`src/rtl/paddle_emulator.sv`:
```
// paddle_emulator: drives the hpaddle/vpaddle lines of the analog-paddle timing
// interface from 8-bit digital positions. Each line is held low on scanlines
// 0..thr and high otherwise, so a receiver latching vpos on each hsync rise
// while the line is low ends the frame holding thr.
//
// Optional feature: define PADDLE_EMU_JITTER_EN to add 0/+1 line of pot noise
// from an 8-bit LFSR that steps once per frame.
//
// Position handshake (valid/ready): a pair is transferred on any clock edge where
// i_pos_valid and o_pos_ready are both high; a sender seeing o_pos_ready low must
// keep i_pos_valid and the data stable until that transfer edge. The accepted pair
// waits in a one-deep pending slot and becomes the active threshold at the next
// vsync rise; the slot reopens the cycle after that load.
module paddle_emulator (
    input  logic       i_clk,
    input  logic       i_reset,
    input  logic       i_hsync,
    input  logic       i_vsync,
    input  logic [8:0] i_vpos,
    input  logic [7:0] i_pos_x,
    input  logic [7:0] i_pos_y,
    input  logic       i_pos_valid,
    output logic       o_pos_ready,
    output logic       o_hpaddle,
    output logic       o_vpaddle,
    output logic [1:0] o_dbg_state_x,
    output logic [1:0] o_dbg_state_y
);

    typedef enum logic [1:0] {
        ST_IDLE     = 2'd0,
        ST_CHARGING = 2'd1,
        ST_TRIPPED  = 2'd2
    } state_t;

    logic       r_hsync_d;
    logic       r_vsync_d;
    logic       w_hs_fall;
    logic       w_vs_rise;

    logic       r_pend_full;
    logic [7:0] r_pend_x;
    logic [7:0] r_pend_y;
    logic [7:0] r_thr_x;
    logic [7:0] r_thr_y;
    logic       w_accept;

    logic [7:0] w_eff_x;
    logic [7:0] w_eff_y;

    state_t     r_state_x;
    state_t     r_state_y;
    state_t     w_next_x;
    state_t     w_next_y;
    logic       r_hpaddle;
    logic       r_vpaddle;

    // Delay the sync inputs by one clock for edge detection
    always_ff @(posedge i_clk) begin
        if (i_reset) begin
            r_hsync_d <= 1'b0;
            r_vsync_d <= 1'b0;
        end else begin
            r_hsync_d <= i_hsync;
            r_vsync_d <= i_vsync;
        end
    end

    assign w_hs_fall   = r_hsync_d & ~i_hsync;
    assign w_vs_rise   = ~r_vsync_d & i_vsync;
    assign o_pos_ready = ~r_pend_full;
    assign w_accept    = i_pos_valid & o_pos_ready;

    // Pending slot and frame-boundary threshold load; an accept on the loading
    // vsync edge cannot happen because the slot is full then, and an accept on a
    // vsync edge with an empty slot simply waits for the next frame
    always_ff @(posedge i_clk) begin
        if (i_reset) begin
            r_pend_full <= 1'b0;
            r_pend_x    <= 8'd0;
            r_pend_y    <= 8'd0;
            r_thr_x     <= 8'd128;
            r_thr_y     <= 8'd128;
        end else begin
            if (w_vs_rise && r_pend_full) begin
                r_thr_x <= r_pend_x;
                r_thr_y <= r_pend_y;
            end
            if (w_accept) begin
                r_pend_x    <= i_pos_x;
                r_pend_y    <= i_pos_y;
                r_pend_full <= 1'b1;
            end else if (w_vs_rise && r_pend_full) begin
                r_pend_full <= 1'b0;
            end
        end
    end

`ifdef PADDLE_EMU_JITTER_EN
    logic [7:0] r_lfsr;
    logic [8:0] w_sum_x;
    logic [8:0] w_sum_y;

    // Fibonacci LFSR, taps 8,6,5,4, one step per frame
    always_ff @(posedge i_clk) begin
        if (i_reset) begin
            r_lfsr <= 8'h01;
        end else if (w_vs_rise) begin
            r_lfsr <= {r_lfsr[6:0], r_lfsr[7] ^ r_lfsr[5] ^ r_lfsr[4] ^ r_lfsr[3]};
        end
    end

    assign w_sum_x = {1'b0, r_thr_x} + {8'd0, r_lfsr[0]};
    assign w_sum_y = {1'b0, r_thr_y} + {8'd0, r_lfsr[1]};
    assign w_eff_x = w_sum_x[8] ? 8'hFF : w_sum_x[7:0];
    assign w_eff_y = w_sum_y[8] ? 8'hFF : w_sum_y[7:0];
`else
    assign w_eff_x = r_thr_x;
    assign w_eff_y = r_thr_y;
`endif

    // One channel's transition on an hsync fall; IDLE behaves like TRIPPED so the
    // line stays high until the first line 0 after reset
    function automatic state_t next_state(input state_t st, input logic [8:0] vpos,
                                          input logic [7:0] thr);
        state_t nx;
        nx = st;
        case (st)
            ST_CHARGING: begin
                if (vpos > {1'b0, thr}) nx = ST_TRIPPED;
            end
            default: begin
                if (vpos == 9'd0) nx = (vpos > {1'b0, thr}) ? ST_TRIPPED : ST_CHARGING;
            end
        endcase
        return nx;
    endfunction

    // Next-state logic for both channels, only moving on an hsync fall
    always_comb begin
        w_next_x = r_state_x;
        w_next_y = r_state_y;
        if (w_hs_fall) begin
            w_next_x = next_state(r_state_x, i_vpos, w_eff_x);
            w_next_y = next_state(r_state_y, i_vpos, w_eff_y);
        end
    end

    // State and registered line outputs; reset forces both lines high at once
    always_ff @(posedge i_clk) begin
        if (i_reset) begin
            r_state_x <= ST_IDLE;
            r_state_y <= ST_IDLE;
            r_hpaddle <= 1'b1;
            r_vpaddle <= 1'b1;
        end else begin
            r_state_x <= w_next_x;
            r_state_y <= w_next_y;
            r_hpaddle <= (w_next_x != ST_CHARGING);
            r_vpaddle <= (w_next_y != ST_CHARGING);
        end
    end

    assign o_hpaddle     = r_hpaddle;
    assign o_vpaddle     = r_vpaddle;
    assign o_dbg_state_x = r_state_x;
    assign o_dbg_state_y = r_state_y;

endmodule

```
`config.mk`:
```
export PLATFORM = sky130hd
export DESIGN_NAME = paddle_emulator
export DESIGN_NICKNAME = d
export VERILOG_FILES = /design/src/rtl/paddle_emulator.sv
export SDC_FILE = /design/constraint.sdc
export NUM_CORES = 1
export LEC_CHECK = 0
export CAP_MARGIN = 20
export CORE_MARGIN = 5
export CORE_UTILIZATION = 50
export DETAILED_ROUTE_END_ITERATION = 6
export PLACE_DENSITY = 0.86
export SYNTH_ARGS = -nofsm -noshare
export SYNTH_HDL_FRONTEND = slang
export SYNTH_SLANG_ARGS = --single-unit
```
`constraint.sdc`:
```
create_clock -name i_clk -period 2.65 [get_ports i_clk]
set_input_delay 0.795 -clock i_clk [delete_from_list [all_inputs] [get_ports i_clk]]
set_output_delay 0.795 -clock i_clk [all_outputs]
set_load 0.02 [all_outputs]
```
==> impl_metrics.yaml, run 1 <==
status:
  outcome: "finished clean"
timing:
  finClkSkew_ps: 3.54
  tightest_slew_ps: 480
  report.final.setup_viol: 0
  maxSlewViolCount: 0
  finalCriticalPeriod_ps: 2520
  finalWorstSetupSlack_ps: 126
  hold_viol_final: 0
  timing.final.crit_share: 0.952
  fmax_mhz: 396
  relSlewSlack: 0.679
  rsz0062_at_grt: "false"
grt:
  grt.total_usage: 0.160
  antenna_found_initial: 0
  grt_first_pass_wirelength_microns: 6530
  grt_max_degree: 32
  grt-ovfl-total: 0
  grt_pass1_vias: 1539
layout:
  final_cell_count_no_fill: 323
  fill_cells: 329
  final_nets: 320
  syn2layout_area_growth_pct: 29.0
  diodes: 0
  drive_above_1_share: 0.0691
route:
  drtAntennaViolNets: 0
  first_pass_iters: 4
  drt-initial-drc-count: 92
  wirelength_microns: 3900
  via_per_inst: 5.08
  wire_per_inst_microns: 12.1
  drcViolationCount: 0
  vias: 1640
run:
  maxCapViolCount: 0
placement:
  place_inst: 315
  dpl_worst_slack_ps: -180
  place_congestion: 0.899
  hpwlAfterDp_microns: 2940
  io_buffers: 36
critical_path:
  cpPeakStageDelay_ps: 470
  end_kind: "flop"
  critical_path.cell_chain: "clkdlybuf4s50_1, ha_1, and4b_1, a2111oi_0, a211oi_1, a221o_1"
  reg2reg_depth: 6
  critPathKind: "in2reg"
  critPathLaunchType: "primary input"
  arrival_ps: 2710
  cp.required_ps: 2840
  slowest_stage: "clkdlybuf4s50_1"
  critPathMaxFanout: 3
clock_tree:
  cts_buffer_depth: 2
  cts_resized: 0
  cts_tree: "yes"
  ctsHoldBuffers: 0
  cts_sinks: 41
  htreeDepth: 2
  clk_latency_ps: 300
  clk_pin_slew_worst_paths_ps: 70
  cts_buffers: 5
  cts_setup_buffers: 0
  cts_root_buf: "clkbuf_8"
synthesis:
  synth_edf_count: 0
  syn_avg_cell_area_sq_um: 8.07
  synth-compound-area-share: 0.188
  ys_ff_latch: 41
  yosys.area_share.simple: 0.207
  yosys.cell_count.top_type: "nand2_1"
  ys_top_cells_by_area: "dfxtp_1, nand2_1, ha_1"
  synth-main-ff-cell: "dfxtp_1"
  synth_common_cells: "nand2_1, dfxtp_1, a21oi_1, inv_1, ha_1"
  muxShareOfSynthArea: 0
  synth_top_family_by_area: "simple AND/OR/NAND/NOR gates"
  yosysWarnings: 0
  async_reset_ff_frac: 0
  synth_top_area_frac: 0.437
  synth_fa_ha_area_frac: 0.107
  synth.yosys.seq_area_share: 0.437
  synthesis.area_sq_mm: 0.00188
  synthesis.nets: 279
  syn_inst: 233
  synth_top_area_cell: "dfxtp_1"
  synthXorXnorAreaFrac: 0
  synth.distinct_cells: 26
floorplanning:
  die_w_microns: 71.3
  num_io_pins: 37
  initial_core_util: 0.513
  coreArea_sq_mm: 0.00366
  core.rowCount: 22
  die_area_sq_mm: 0.00508
  die_h_microns: 71.3
pwr:
  peakVddDrop_uv: 376
  power_density_mw_per_mm2: 518
  leakage_nw: 0.929
min_path:
  hp-class: "reg2reg"
  holdPathStages: 2
path summary, 6_finish.rpt:
path	end	slack, ps	start
worst max-delay path	o_vpaddle$_SDFF_PP1_	130	i_vpos[7]
worst min-delay path	r_thr_x[5]$_SDFFE_PP0P_	450	r_pend_x[5]$_SDFFE_PP0P_
worst max register to register	o_vpaddle$_SDFF_PP1_	760	r_thr_y[7]$_SDFFE_PP1P_
worst min register to register	r_thr_x[5]$_SDFFE_PP0P_	450	r_pend_x[5]$_SDFFE_PP0P_
kinds of logic (layout without fill, tap and decap cells):
group,count (synthesis),after routing
buf+inv,31,73
fa+ha+maj,16,16
compound gates,56,56
flops,41,41
simple gates,89,89
critical path, delay by kind of cell:
family          cells  cell delay [ps]
compound gates      3              900
fa+ha+maj           1              340
buf+inv             1              470
simple gates        1              220
power by group:
group	total, W	switching [W]	internal (W)
sequential	0.000649	0.0000114	0.000638
combinational	0.000167	0.0000810	0.0000858
clock	0.000440	0.000205	0.000235
total	0.00126	0.000297	0.000959
per-layer routing:
metal  GRT usage  part of all wire  vias to the layer above  routed length, microns
met2       0.267              0.46                       45                    1790
met4      0.0626             0.012                        0                      46
met3      0.0491             0.064                        6                     250
met1       0.192              0.47                      716                    1820
met5           0                 0                        -                       0
li1            -                 -                      873                       -
cell usage in the layout, fill, tap and decap left out:
cell / n
a2111oi_0: 2
a211oi_1: 4
a21o_1: 2
a21oi_1: 34
a221o_1: 2
a221oi_1: 2
a32o_1: 2
and3_1: 1
and4b_1: 2
buf_4: 8
clkbuf_8: 7
clkdlybuf4s50_1: 36
clkinv_2: 1
dfxtp_1: 41
ha_1: 16
inv_1: 21
nand2_1: 66
nand2b_1: 3
nand4_1: 3
nor2_1: 4
nor2b_1: 4
nor3_1: 2
nor3b_1: 2
nor4_1: 1
o211ai_1: 2
o21a_1: 2
o21ai_0: 2
o221a_2: 2
or2_2: 1
stage by stage:
stage | area, sq um | hold slack, ps | utilization | power (W) | setup TNS [ps]
global placement | 2320 | 441 | 0.634 | 0.000823 | -209
finish | 2420 | 453 | 0.662 | 0.00126 | 0
floorplan | 1880 | 432 | - | 0.000749 | 0
CTS | 2420 | 454 | 0.662 | 0.00126 | 0
detailed placement | 2320 | 443 | 0.634 | 0.000829 | -611
global route | 2420 | 479 | 0.662 | 0.00131 | 0
final cells by class:
cell class	instances	area, sq um	share of cell area
Sequential cell	41	821	0.339
Tap cell	48	60.1	0.0248
Clock buffer	7	96.3	0.0398
Inverter	21	78.8	0.0325
Multi-Input combinational cell	161	942	0.389
Timing Repair Buffer	44	420	0.173
Clock inverter	1	5.00	0.00207
registers in the layout (all words and copies together) (netlist names):
register       cells
o_dbg_state_x      2
r_pend_full        1
r_thr_x            8
r_vsync_d          1
o_hpaddle          1
o_vpaddle          1
r_pend_y           8
r_thr_y            8
r_hsync_d          1
o_dbg_state_y      2
r_pend_x           8
No activity file was read; power rests on OpenSTA's default activity.
==> run 2: changes to the inputs <==
--- a/constraint.sdc
+++ b/constraint.sdc
@@ -3,2 +3,2 @@
 set_output_delay 0.795 -clock i_clk [all_outputs]
-set_load 0.02 [all_outputs]
+set_load 0.05 [all_outputs]
==> results of run 2 <==
The final DEF is identical to that of run 1. Status: finished clean.
